## config.mk

```make
export PLATFORM = sky130hd
export DESIGN_NAME = adder4_seq_ctrl_flat
export DESIGN_NICKNAME = d
export VERILOG_FILES = /design/src/rtl/adder4_seq_ctrl_if.sv /design/src/rtl/adder4_seq_ctrl.sv /design/src/flat_wrapper.sv
export SDC_FILE = /design/constraint.sdc
export NUM_CORES = 1
export LEC_CHECK = 0
export ABC_AREA = 1
export CAP_MARGIN = 20
export CORE_MARGIN = 3
export CORE_UTILIZATION = 40
export DETAILED_ROUTE_END_ITERATION = 8
export PLACE_DENSITY = 0.67
export SYNTH_ARGS = -nofsm -noshare
export SYNTH_HDL_FRONTEND = slang
export SYNTH_SLANG_ARGS = --single-unit
```

## constraint.sdc

```tcl
create_clock -name clk -period 1.9 [get_ports clk]
set_input_delay 0.38 -clock clk [delete_from_list [all_inputs] [get_ports clk]]
set_output_delay 0.38 -clock clk [all_outputs]
set_load 0.005 [all_outputs]
```

## src/rtl/adder4_seq_ctrl_if.sv

```systemverilog
// Requester-side bundle for the nibble-serial adder sequencer: start/op capture in, busy/done/result out.
// The master drives the request; the slave (sequencer) returns status and the held result.
interface adder4_seq_ctrl_if #(
    parameter int NIBBLES = 4
);
    localparam int W = 4 * NIBBLES;

    logic         start;
    logic [W-1:0] op_a;
    logic [W-1:0] op_b;
    logic         cin;
    logic         busy;
    logic         done;
    logic [W-1:0] sum;
    logic         cout;

    modport master (
        output start, op_a, op_b, cin,
        input  busy, done, sum, cout
    );

    modport slave (
        input  start, op_a, op_b, cin,
        output busy, done, sum, cout
    );
endinterface

```

## src/rtl/adder4_seq_ctrl.sv

```systemverilog
// Wide add done one nibble per cycle through an external combinational adder4; done pulses NIBBLES cycles after start.
// No backpressure: start is taken only in IDLE/DONE and dropped while busy; the result holds until the next completion.
module adder4_seq_ctrl #(
    parameter int NIBBLES = 4
) (
    input  logic               clk,
    input  logic               rst_n,
    adder4_seq_ctrl_if.slave   req,
    output logic [3:0]         add_a_o,
    output logic [3:0]         add_b_o,
    output logic               add_cin_o,
    input  logic [3:0]         add_sum_i,
    input  logic               add_cout_i
);
    localparam int W  = 4 * NIBBLES;
    localparam int IW = (NIBBLES > 1) ? $clog2(NIBBLES) : 1;
    localparam logic [IW-1:0] LAST_IDX = IW'(NIBBLES - 1);

    typedef enum logic [1:0] {
        IDLE = 2'd0,
        RUN  = 2'd1,
        DONE = 2'd2
    } state_t;

    state_t        state_q;
    logic [IW-1:0] idx_q;
    logic          carry_q;
    logic [W-1:0]  a_q;
    logic [W-1:0]  b_q;
    logic [W-1:0]  shadow_q;
    logic [W-1:0]  sum_q;
    logic          cout_q;
    logic          busy_q;
    logic          done_q;

    logic [3:0]    nib_a;
    logic [3:0]    nib_b;
    logic [W-1:0]  sum_d;

    always_comb begin
        nib_a = '0;
        nib_b = '0;
        for (int n = 0; n < NIBBLES; n++) begin
            if (idx_q == IW'(n)) begin
                nib_a = a_q[n*4 +: 4];
                nib_b = b_q[n*4 +: 4];
            end
        end
    end

    // The top nibble comes straight from the adder on the completing edge.
    always_comb begin
        sum_d          = shadow_q;
        sum_d[W-1 -: 4] = add_sum_i;
    end

    assign add_a_o   = (state_q == RUN) ? nib_a : 4'd0;
    assign add_b_o   = (state_q == RUN) ? nib_b : 4'd0;
    assign add_cin_o = (state_q == RUN) ? carry_q : 1'b0;

    assign req.busy = busy_q;
    assign req.done = done_q;
    assign req.sum  = sum_q;
    assign req.cout = cout_q;

    always_ff @(posedge clk or negedge rst_n) begin
        if (!rst_n) begin
            state_q  <= IDLE;
            idx_q    <= '0;
            carry_q  <= 1'b0;
            a_q      <= '0;
            b_q      <= '0;
            shadow_q <= '0;
            sum_q    <= '0;
            cout_q   <= 1'b0;
            busy_q   <= 1'b0;
            done_q   <= 1'b0;
        end else begin
            case (state_q)
                IDLE, DONE: begin
                    done_q <= 1'b0;
                    if (req.start) begin
                        a_q     <= req.op_a;
                        b_q     <= req.op_b;
                        carry_q <= req.cin;
                        idx_q   <= '0;
                        busy_q  <= 1'b1;
                        state_q <= RUN;
                    end else begin
                        state_q <= IDLE;
                    end
                end
                RUN: begin
                    for (int n = 0; n < NIBBLES; n++) begin
                        if (idx_q == IW'(n)) begin
                            shadow_q[n*4 +: 4] <= add_sum_i;
                        end
                    end
                    carry_q <= add_cout_i;
                    if (idx_q == LAST_IDX) begin
                        sum_q   <= sum_d;
                        cout_q  <= add_cout_i;
                        done_q  <= 1'b1;
                        busy_q  <= 1'b0;
                        state_q <= DONE;
                    end else begin
                        idx_q <= idx_q + 1'b1;
                    end
                end
                default: begin
                    busy_q  <= 1'b0;
                    done_q  <= 1'b0;
                    state_q <= IDLE;
                end
            endcase
        end
    end
endmodule
```

## src/flat_wrapper.sv

```systemverilog
// flat-port wrapper written by rule: the top's interface ports become plain ports
module adder4_seq_ctrl_flat 
#(
    parameter int NIBBLES = 4
)
  (clk, rst_n, add_a_o, add_b_o, add_cin_o, add_sum_i, add_cout_i, req_start, req_op_a, req_op_b, req_cin, req_busy, req_done, req_sum, req_cout);
  adder4_seq_ctrl_if #(.NIBBLES(NIBBLES)) req_i ();
  input  logic clk;
  input  logic rst_n;
  output logic [3:0] add_a_o;
  output logic [3:0] add_b_o;
  output logic add_cin_o;
  input  logic [3:0] add_sum_i;
  input  logic add_cout_i;
  input wire logic [$bits(req_i.start)-1:0] req_start;
  input wire logic [$bits(req_i.op_a)-1:0] req_op_a;
  input wire logic [$bits(req_i.op_b)-1:0] req_op_b;
  input wire logic [$bits(req_i.cin)-1:0] req_cin;
  output wire logic [$bits(req_i.busy)-1:0] req_busy;
  output wire logic [$bits(req_i.done)-1:0] req_done;
  output wire logic [$bits(req_i.sum)-1:0] req_sum;
  output wire logic [$bits(req_i.cout)-1:0] req_cout;
  assign req_i.start = req_start;
  assign req_i.op_a = req_op_a;
  assign req_i.op_b = req_op_b;
  assign req_i.cin = req_cin;
  assign req_busy = req_i.busy;
  assign req_done = req_i.done;
  assign req_sum = req_i.sum;
  assign req_cout = req_i.cout;
  adder4_seq_ctrl #(.NIBBLES(NIBBLES)) u_core (.clk(clk), .rst_n(rst_n), .req(req_i), .add_a_o(add_a_o), .add_b_o(add_b_o), .add_cin_o(add_cin_o), .add_sum_i(add_sum_i), .add_cout_i(add_cout_i));
endmodule
```

After elaboration in Yosys (flattened, before gate mapping). Cells that the tools add are included.

Add/sub/neg operators: 1. Eq/ne operators: 8. Mux-type cells: 24. Reductions and logical operators: 12.

Operators with widths (count): 2-to-1 mux 4 bit (10); AND reduction 2 bit (7); one-hot mux 2 bit (2 select lines) (2); 2-to-1 mux 1 bit (7); == test 2 bit, second input constant (3); 2-to-1 mux 2 bit (3); == test 2 x 1 -> 1 bit, second input constant (2); zero test 2 bit (2); inequality test 2 bit, second input constant (2); one-hot mux 1 bit (2 select lines) (2); AND reduction 3 bit (1); adder 2 x 1 -> 2 bit, second input constant (1); inequality test 2 x 1 -> 1 bit, second input constant (1); nonzero test 2 bit (1); OR reduction 2 bit (1).

Register bits after elaboration: 68. Input bits: 41. Logic and storage cells: 57.

Depth between registers and ports, before layout. Gate-level depths: netlist of run 1.

Depth after elaboration: 6. Mapped depth: 8.

Worst setup path after synthesis of run 1. No wires, ideal clock.

Kind: reg-to-output. Start point: reg u_core.idx_q[0]. End point: out add_a_o[3]. Data arrival time: 1.179 ns. Slack: 0.341 ns. Stages on the path, launching flop included: 9. Cell sequence: dfrtp_1 inv_1 ha_1 buf_2 inv_1 nor2_1 nor2_1 nand2_1 nand2_1.

Longest elaborated chain between the ends: 6. Elaborated cells between the ends (all ways): 9.

Ends and longest elaborated chain: from (decl) (line adder4_seq_ctrl.sv:26) `logic [IW-1:0] idx_q;`; from (signal assigned) (line adder4_seq_ctrl.sv:107) `idx_q <= idx_q + 1'b1;`; zero test 2 bit (line adder4_seq_ctrl.sv:44) `if (idx_q == IW'(n)) begin`; 2-to-1 mux 4 bit (3 in a row) (line adder4_seq_ctrl.sv:44); 2-to-1 mux 4 bit * (line adder4_seq_ctrl.sv:44); 2-to-1 mux 4 bit * (line adder4_seq_ctrl.sv:57) `assign add_a_o = (state_q == RUN) ? nib_a : 4'd0;`; to (decl) (line flat_wrapper.sv:10) `output logic [3:0] add_a_o;`.

Mark *: on every way between the ends. The rest lies on a longest branch, timed or not.

Final worst setup path of run 1.
Start point: reg u_core.idx_q[1]. End point: out add_b_o[0].

Longest elaborated chain between the ends: 6. Elaborated cells between the ends (all ways): 9.

Ends and longest elaborated chain: zero test 2 bit (line adder4_seq_ctrl.sv:44); 2-to-1 mux 4 bit (3 in a row) (line adder4_seq_ctrl.sv:44); 2-to-1 mux 4 bit * (line adder4_seq_ctrl.sv:44); 2-to-1 mux 4 bit * (line adder4_seq_ctrl.sv:58) `assign add_b_o = (state_q == RUN) ? nib_b : 4'd0;`; to (decl) (line flat_wrapper.sv:11) `output logic [3:0] add_b_o;`.

Marked as above.

==> results.ini, run 1 <==
[status]
outcome=finished, violations left
failed_checks=setup timing

[worst_setup_path]
cp-startpoint=u_core.idx_q[1]
rr_startpoint=u_core.idx_q[1]
path_max_fanout=5
reg2reg_setup_slack_ns=0.24
cp_slowest_cell=dfrtp_2
r2r_end=u_core.shadow_q[5]
crit_type=reg -> out
timing.critical_path.mode_cell=nand2_1
start_kind=register
end_kind=primary output
crit_arrival_ns=1.70
path_delay_family=buffers and inverters
crit_chain=inv_2 > ha_4 > buf_6 > buf_4 > a21oi_2 > nand2_1 > nand2_1 > nand2_1 > buf_2
cp_num_cells=9
cp_slowest_stage_delay_ns=0.43
critPathBufInv=4
worstRegToRegCells=9
required_ns=1.52

[clock_tree]
cts_tree=yes
cts_inserted_buffers=9
clock_latency_ns=0.34
clk_pin_slew_ns=0.07
clock-sinks=67
cts_root_buffer=clkbuf_8
hold_buffers=0
htree_num_levels=3
clockBufferDepth=2

[place]
portBuffers=68
dp.cells=521
placed_area_um2=3760
hpwlAfterDp_um=4730
gp_congestion=0.826

[sta]
period_minus_slack_ns=2.08
rsz0062_at_grt=yes
setup_viol_count_final=8
clock_skew_ns=0.00479
slew_headroom=0.760
maxSlewViolCount=0
timing.final.crit_share=1.10
tightestPinTransition_ns=0.359
max_freq_mhz=480
final-hold-violation-count=0
setup_slack_ns=-0.182

[floorplanning]
core_area_um2=6910
io_pins=69
start_util=0.418
die_area_um2=8280
fp.dieW_um=91.0
num_rows=30
die_h_um=91.0

[synthesis]
synth_edf_count=0
synth_async_sr_flop_share=1.00
yosysTopAreaCell=dfrtp_1
synth_area_um2=2890
synth_seq_cells=67
synth_warnings=0
synth.avg_cell_area_um2=8.12
synth_cell_type_count=17
synth_top_area_frac=0.580
synth_common_cells=nand2_1 (197), dfrtp_1 (67), nor2_1 (18)
netlist_top_cells_area=dfrtp_1 (58%), nand2_1 (26%), nor2_1 (2.3%), nand3_1 (2.1%), o21ai_0 (2.1%)
ys.flop_type=dfrtp_1
postSynthCellCount=356
synth.most_common_cell=nand2_1
syn_nets=401
synth.yosys.seq_area_share=0.580

[route]
vias_per_cell=4.70
wl_met1_um=3300
remaining_drc_errors=0
highest_layer=met4
ant_nets=0
firstDrtPassIters=4
routedWlPerCell_um=13.5
drt-initial-drc-count=229
vias=2572
wl_met2_um=3470
wl_um=7370
wl_met3_um=443

[min_path]
hp-class=in -> async

[global_route]
antenna_found_initial=0
grt_max_degree=68
grt_pass1_wl_um=12300
grt_pass1_vias=2547
grt_overflow_total=0
grtUsageTotal=0.189

[cells_and_area]
drive_above_1_share=0.166
seq_area_um2=1680
design_area_um2=4110
nNetsFinal=492
syn_to_final_growth_pct=42.3
fill_cells=639
fin_cells=547
final_util=0.595
multiInputGateArea_um2=1170
diodes=0

[power]
power_density_nw_per_um2=1660
leakage_nw=2.13
ir_drop_mv=0.580

[flow_run]
drv_cap=0

[per-layer routing]
layer / up-vias / global-route usage
li1: 1278 / -
met1: 1201 / 0.256
met2: 81 / 0.283
met3: 12 / 0.0398
met4: 0 / 0.107
met5: - / 0
[flip-flops by register name (all words and copies together), names as in the netlist]
register         cells
u_core.a_q          16
u_core.b_q          16
u_core.req.sum      16
u_core.shadow_q     12
u_core.idx_q         2
u_core.carry_q       1
u_core.req.busy      1
u_core.req.cout      1
u_core.req.done      1
u_core.state_q       1
[final cells by class]
class	count	share of cell area
multi-input cells	260	0.284
repair buffers	94	0.220
clock inverters	2	0.00244
clock buffers	13	0.0411
flip-flops and latches	67	0.409
inverters	15	0.0149
well taps	96	0.0292
[cell families after synthesis]
family | share of synthesized area
flip-flops | 0.580
AO/OA/AOI/OAI | 0.0416
buffers and inverters | 0.0481
adder cells (fa/ha/maj) | 0.0173
AND/OR/NAND/NOR | 0.313
[worst max path at each step]
| stage | endpoint | slack [ns] |
|---|---|---|
| after floorplan | add_a_o[3] | 0.34 |
| after global placement | add_b_o[3] | -0.20 |
| after detailed placement | add_b_o[3] | -0.25 |
| after CTS | add_b_o[1] | -0.19 |
| after global routing | add_b_o[0] | -0.25 |
| final | add_b_o[0] | -0.18 |
[cells in the final DEF (no fill, tap or decap), types with 2 or more instances in the layout]
cell type	netlist	routed
clkinv_2	1	2
o21ai_0	12	12
nand2_1	197	196
nand2_2	2	3
buf_6	2	5
nand3_1	12	11
nor2_1	18	17
o21ai_1	4	4
clkdlybuf4s50_1	0	58
inv_2	1	6
inv_1	13	8
buf_4	0	15
dfrtp_1	67	65
clkbuf_8	0	12
dfrtp_2	0	2
a21oi_2	0	6
buf_2	11	10
buf_12	0	4
ha_4	0	4
nand4_1	2	2
[stage by stage]
step | setup WS (ns) | power (mW) | TNS, ns | hold slack (ns)
2_1_floorplan | 0.341 | 3.95 | 0 | 0.0844
3_3_place_gp | -0.200 | 5.26 | -1.27 | 0.424
3_5_place_dp | -0.250 | 5.34 | -1.67 | 0.426
4_1_cts | -0.193 | 6.76 | -1.25 | 0.0530
5_1_grt | -0.255 | 7.37 | -1.88 | 0.0579
6_report | -0.182 | 6.81 | -1.21 | 0.0371
[what timing repair did]
action                                  in CTS  in global routing
endpoints found under the setup margin       9                  8
gates cloned                                 2                  0
gates resized for setup                     65                  3
hold endpoints to repair                     0                  0
pin swaps                                   17                  4
setup buffers                                8                  1
[power breakdown]
part	total [mW]	switching [mW]	leakage (nW)	internal [mW]
clock	1.07	0.502	0.0953	0.570
combinational	3.18	1.62	1.20	1.56
sequential	2.55	0.433	0.825	2.12
Note: power is estimated with default switching activity, not from simulation.
==> run 2: changes to the inputs <==
- CAP_MARGIN: 20 -> not set
==> results of run 2 <==
Final layout, timing and power as in run 1 (identical DEF).
==> run 3: changes to the inputs <==
- CORE_UTILIZATION: 40 -> 30
- PLACE_DENSITY: 0.67 -> not set
==> results.ini, run 3 (same netlist as run 1, synthesis figures left out) <==
[global_route]
met3_usage=0.0379  ; -0.00190
use_met1=0.195  ; -0.0608
grt_overflow_total=0  ; unchanged
grt_use_met2=0.226  ; -0.0570
grtUsageTotal=0.146  ; -0.0429
grt_pass1_vias=2634  ; +3.4%
antenna_found_initial=0  ; unchanged
grt_pass1_wl_um=12800  ; +3.9%
top_usage_layer=met2
grt_max_degree=68  ; unchanged

[place]
hpwlAfterDp_um=5130  ; +8.4%
portBuffers=68  ; unchanged
gp_congestion=0.850  ; +2.9%
pre_cts_ws_ns=-0.238  ; +0.0114 ns

[route]
routedWlPerCell_um=12.8  ; -4.7%
vias_per_cell=4.45  ; -5.4%
firstDrtPassIters=4  ; unchanged
wl_um=7510  ; +1.9%
drt-initial-drc-count=93  ; -59%
ant_nets=0  ; unchanged
remaining_drc_errors=0  ; unchanged
vias=2603  ; +1.2%

[power]
power_density_nw_per_um2=1710  ; +3.2%
leakage_nw=2.17  ; +2.1%
ir_drop_mv=0.494  ; -15%

[cells_and_area]
layout_commonest_cell=nand2_1
diodes=0  ; unchanged
syn_to_final_growth_pct=48.3
drive_above_1_share=0.197  ; +0.0311
nNetsFinal=496  ; +0.81%
seq_area_um2=1680  ; about the same
fill_cells=945  ; +48%
mostFrequentLayoutCells=nand2_1 (195), dfrtp_1 (66), clkdlybuf4s50_1 (58)
multiInputGateArea_um2=1200  ; +2.9%

[status]
failed_checks=setup timing
outcome=finished, violations left

[floorplanning]
io_pins=69  ; unchanged
fp.dieW_um=104  ; +14%
num_rows=35  ; +17%
die_area_um2=10800  ; +31%
start_util=0.311  ; -0.107
core_area_um2=9280  ; +34%
die_h_um=104  ; +14%

[clock_tree]
clock-sinks=67  ; unchanged
clockBufferDepth=2  ; unchanged
clk_pin_slew_ns=0.08  ; about the same
cts_tree=yes
cts_inserted_buffers=9  ; unchanged
cts_root_buffer=clkbuf_8
clock_latency_ns=0.34  ; about the same
htree_num_levels=3  ; unchanged
hold_buffers=0  ; unchanged

[sta]
tightestPinTransition_ns=0.355  ; -0.00427 ns
clock_skew_ns=0.0138  ; +0.00902 ns
period_minus_slack_ns=2.06  ; -0.0219 ns
setup_slack_ns=-0.160  ; +0.0219 ns
max_freq_mhz=485  ; +1.1%
slew_headroom=0.763  ; +0.00285
final-hold-violation-count=0  ; unchanged
tns_ns=-1.07  ; +0.144 ns
timing.final.crit_share=1.08  ; -0.0115
maxSlewViolCount=0  ; unchanged
setup_viol_count_final=8  ; unchanged
rsz0062_at_grt=yes

[worst_setup_path]
start_kind=register
path_max_fanout=4  ; -1
rr_startpoint=u_core.idx_q[0]
required_ns=1.52  ; about the same
reg2reg_setup_slack_ns=0.38  ; +0.14 ns
worstRegToRegCells=8  ; -1
crit_arrival_ns=1.68  ; -0.02 ns
crit_type=reg -> out
end_kind=primary output
r2r_end=u_core.shadow_q[11]

[flow_run]
drv_cap=0  ; unchanged

[min_path]
hp-class=in -> async

-- run 3: power breakdown --
part / internal, mW / total, mW / switching (mW) / leakage (nW)
registers: 2.12 / 2.56 / 0.442 / 0.827
clock network: 0.880 / 1.45 / 0.575 / 0.120
logic: 1.63 / 3.31 / 1.68 / 1.22
total: 4.63 / 7.32 / 2.69 / 2.17
-- run 3: repair_timing --
item                                    CTS  global route
endpoints found under the hold margin     0             0
endpoints found under the setup margin    9             8
pin swaps                                12             4
setup buffers                            10             0
gates cloned                              1             0
gates resized for setup                  73            17
-- run 3: critical path, stage by stage (launching register included) --
cell,delay [ns]
dfrtp_2,0.42
buf_6,0.12
inv_4,0.04
ha_4,0.17
buf_4,0.16
a21oi_2,0.09
nand2_1,0.07
nand2_1,0.06
nand2_1,0.07
buf_2,0.14
-- run 3: layer usage --
metal	vias up	routed length, µm
li1	1282	-
met1	1231	3420
met2	74	3510
met3	16	400
met4	0	188
met5	-	0
-- run 3: area by class of cell --
class / count / area share
inverter: 15 / 0.0178
clock buffer: 9 / 0.0289
tap: 129 / 0.0377
timing repair buffer: 98 / 0.215
clock inverter: 7 / 0.0289
multi-input combinational: 260 / 0.280
sequential: 67 / 0.392
-- run 3: through the flow --
stage | cells | instance area (µm²) | power [mW] | hold WS, ns | utilization
after detailed placement | 559 | 3810 | 5.37 | 0.424 | 0.410
final | 585 | 4290 | 7.32 | 0.0390 | 0.462
after floorplan | 356 | 2890 | 3.95 | 0.0844 | -
after global placement | 559 | 3810 | 5.30 | 0.427 | 0.410
after CTS | 586 | 4240 | 7.21 | 0.0395 | 0.456
after global routing | 585 | 4290 | 7.91 | 0.0545 | 0.462
-- run 3: how the worst max path moves through the flow --
stage                     from    endpoint  slack [ns]  depth (start not counted)
2_1_floorplan  u_core.idx_q[0]  add_a_o[3]        0.34                          8
3_3_place_gp   u_core.idx_q[1]  add_b_o[2]       -0.18                          8
3_5_place_dp   u_core.idx_q[1]  add_b_o[0]       -0.24                          8
4_1_cts        u_core.idx_q[1]  add_b_o[2]       -0.18                          9
5_1_grt        u_core.idx_q[1]  add_b_o[2]       -0.28                          9
6_report       u_core.idx_q[0]  add_b_o[0]       -0.16                          9
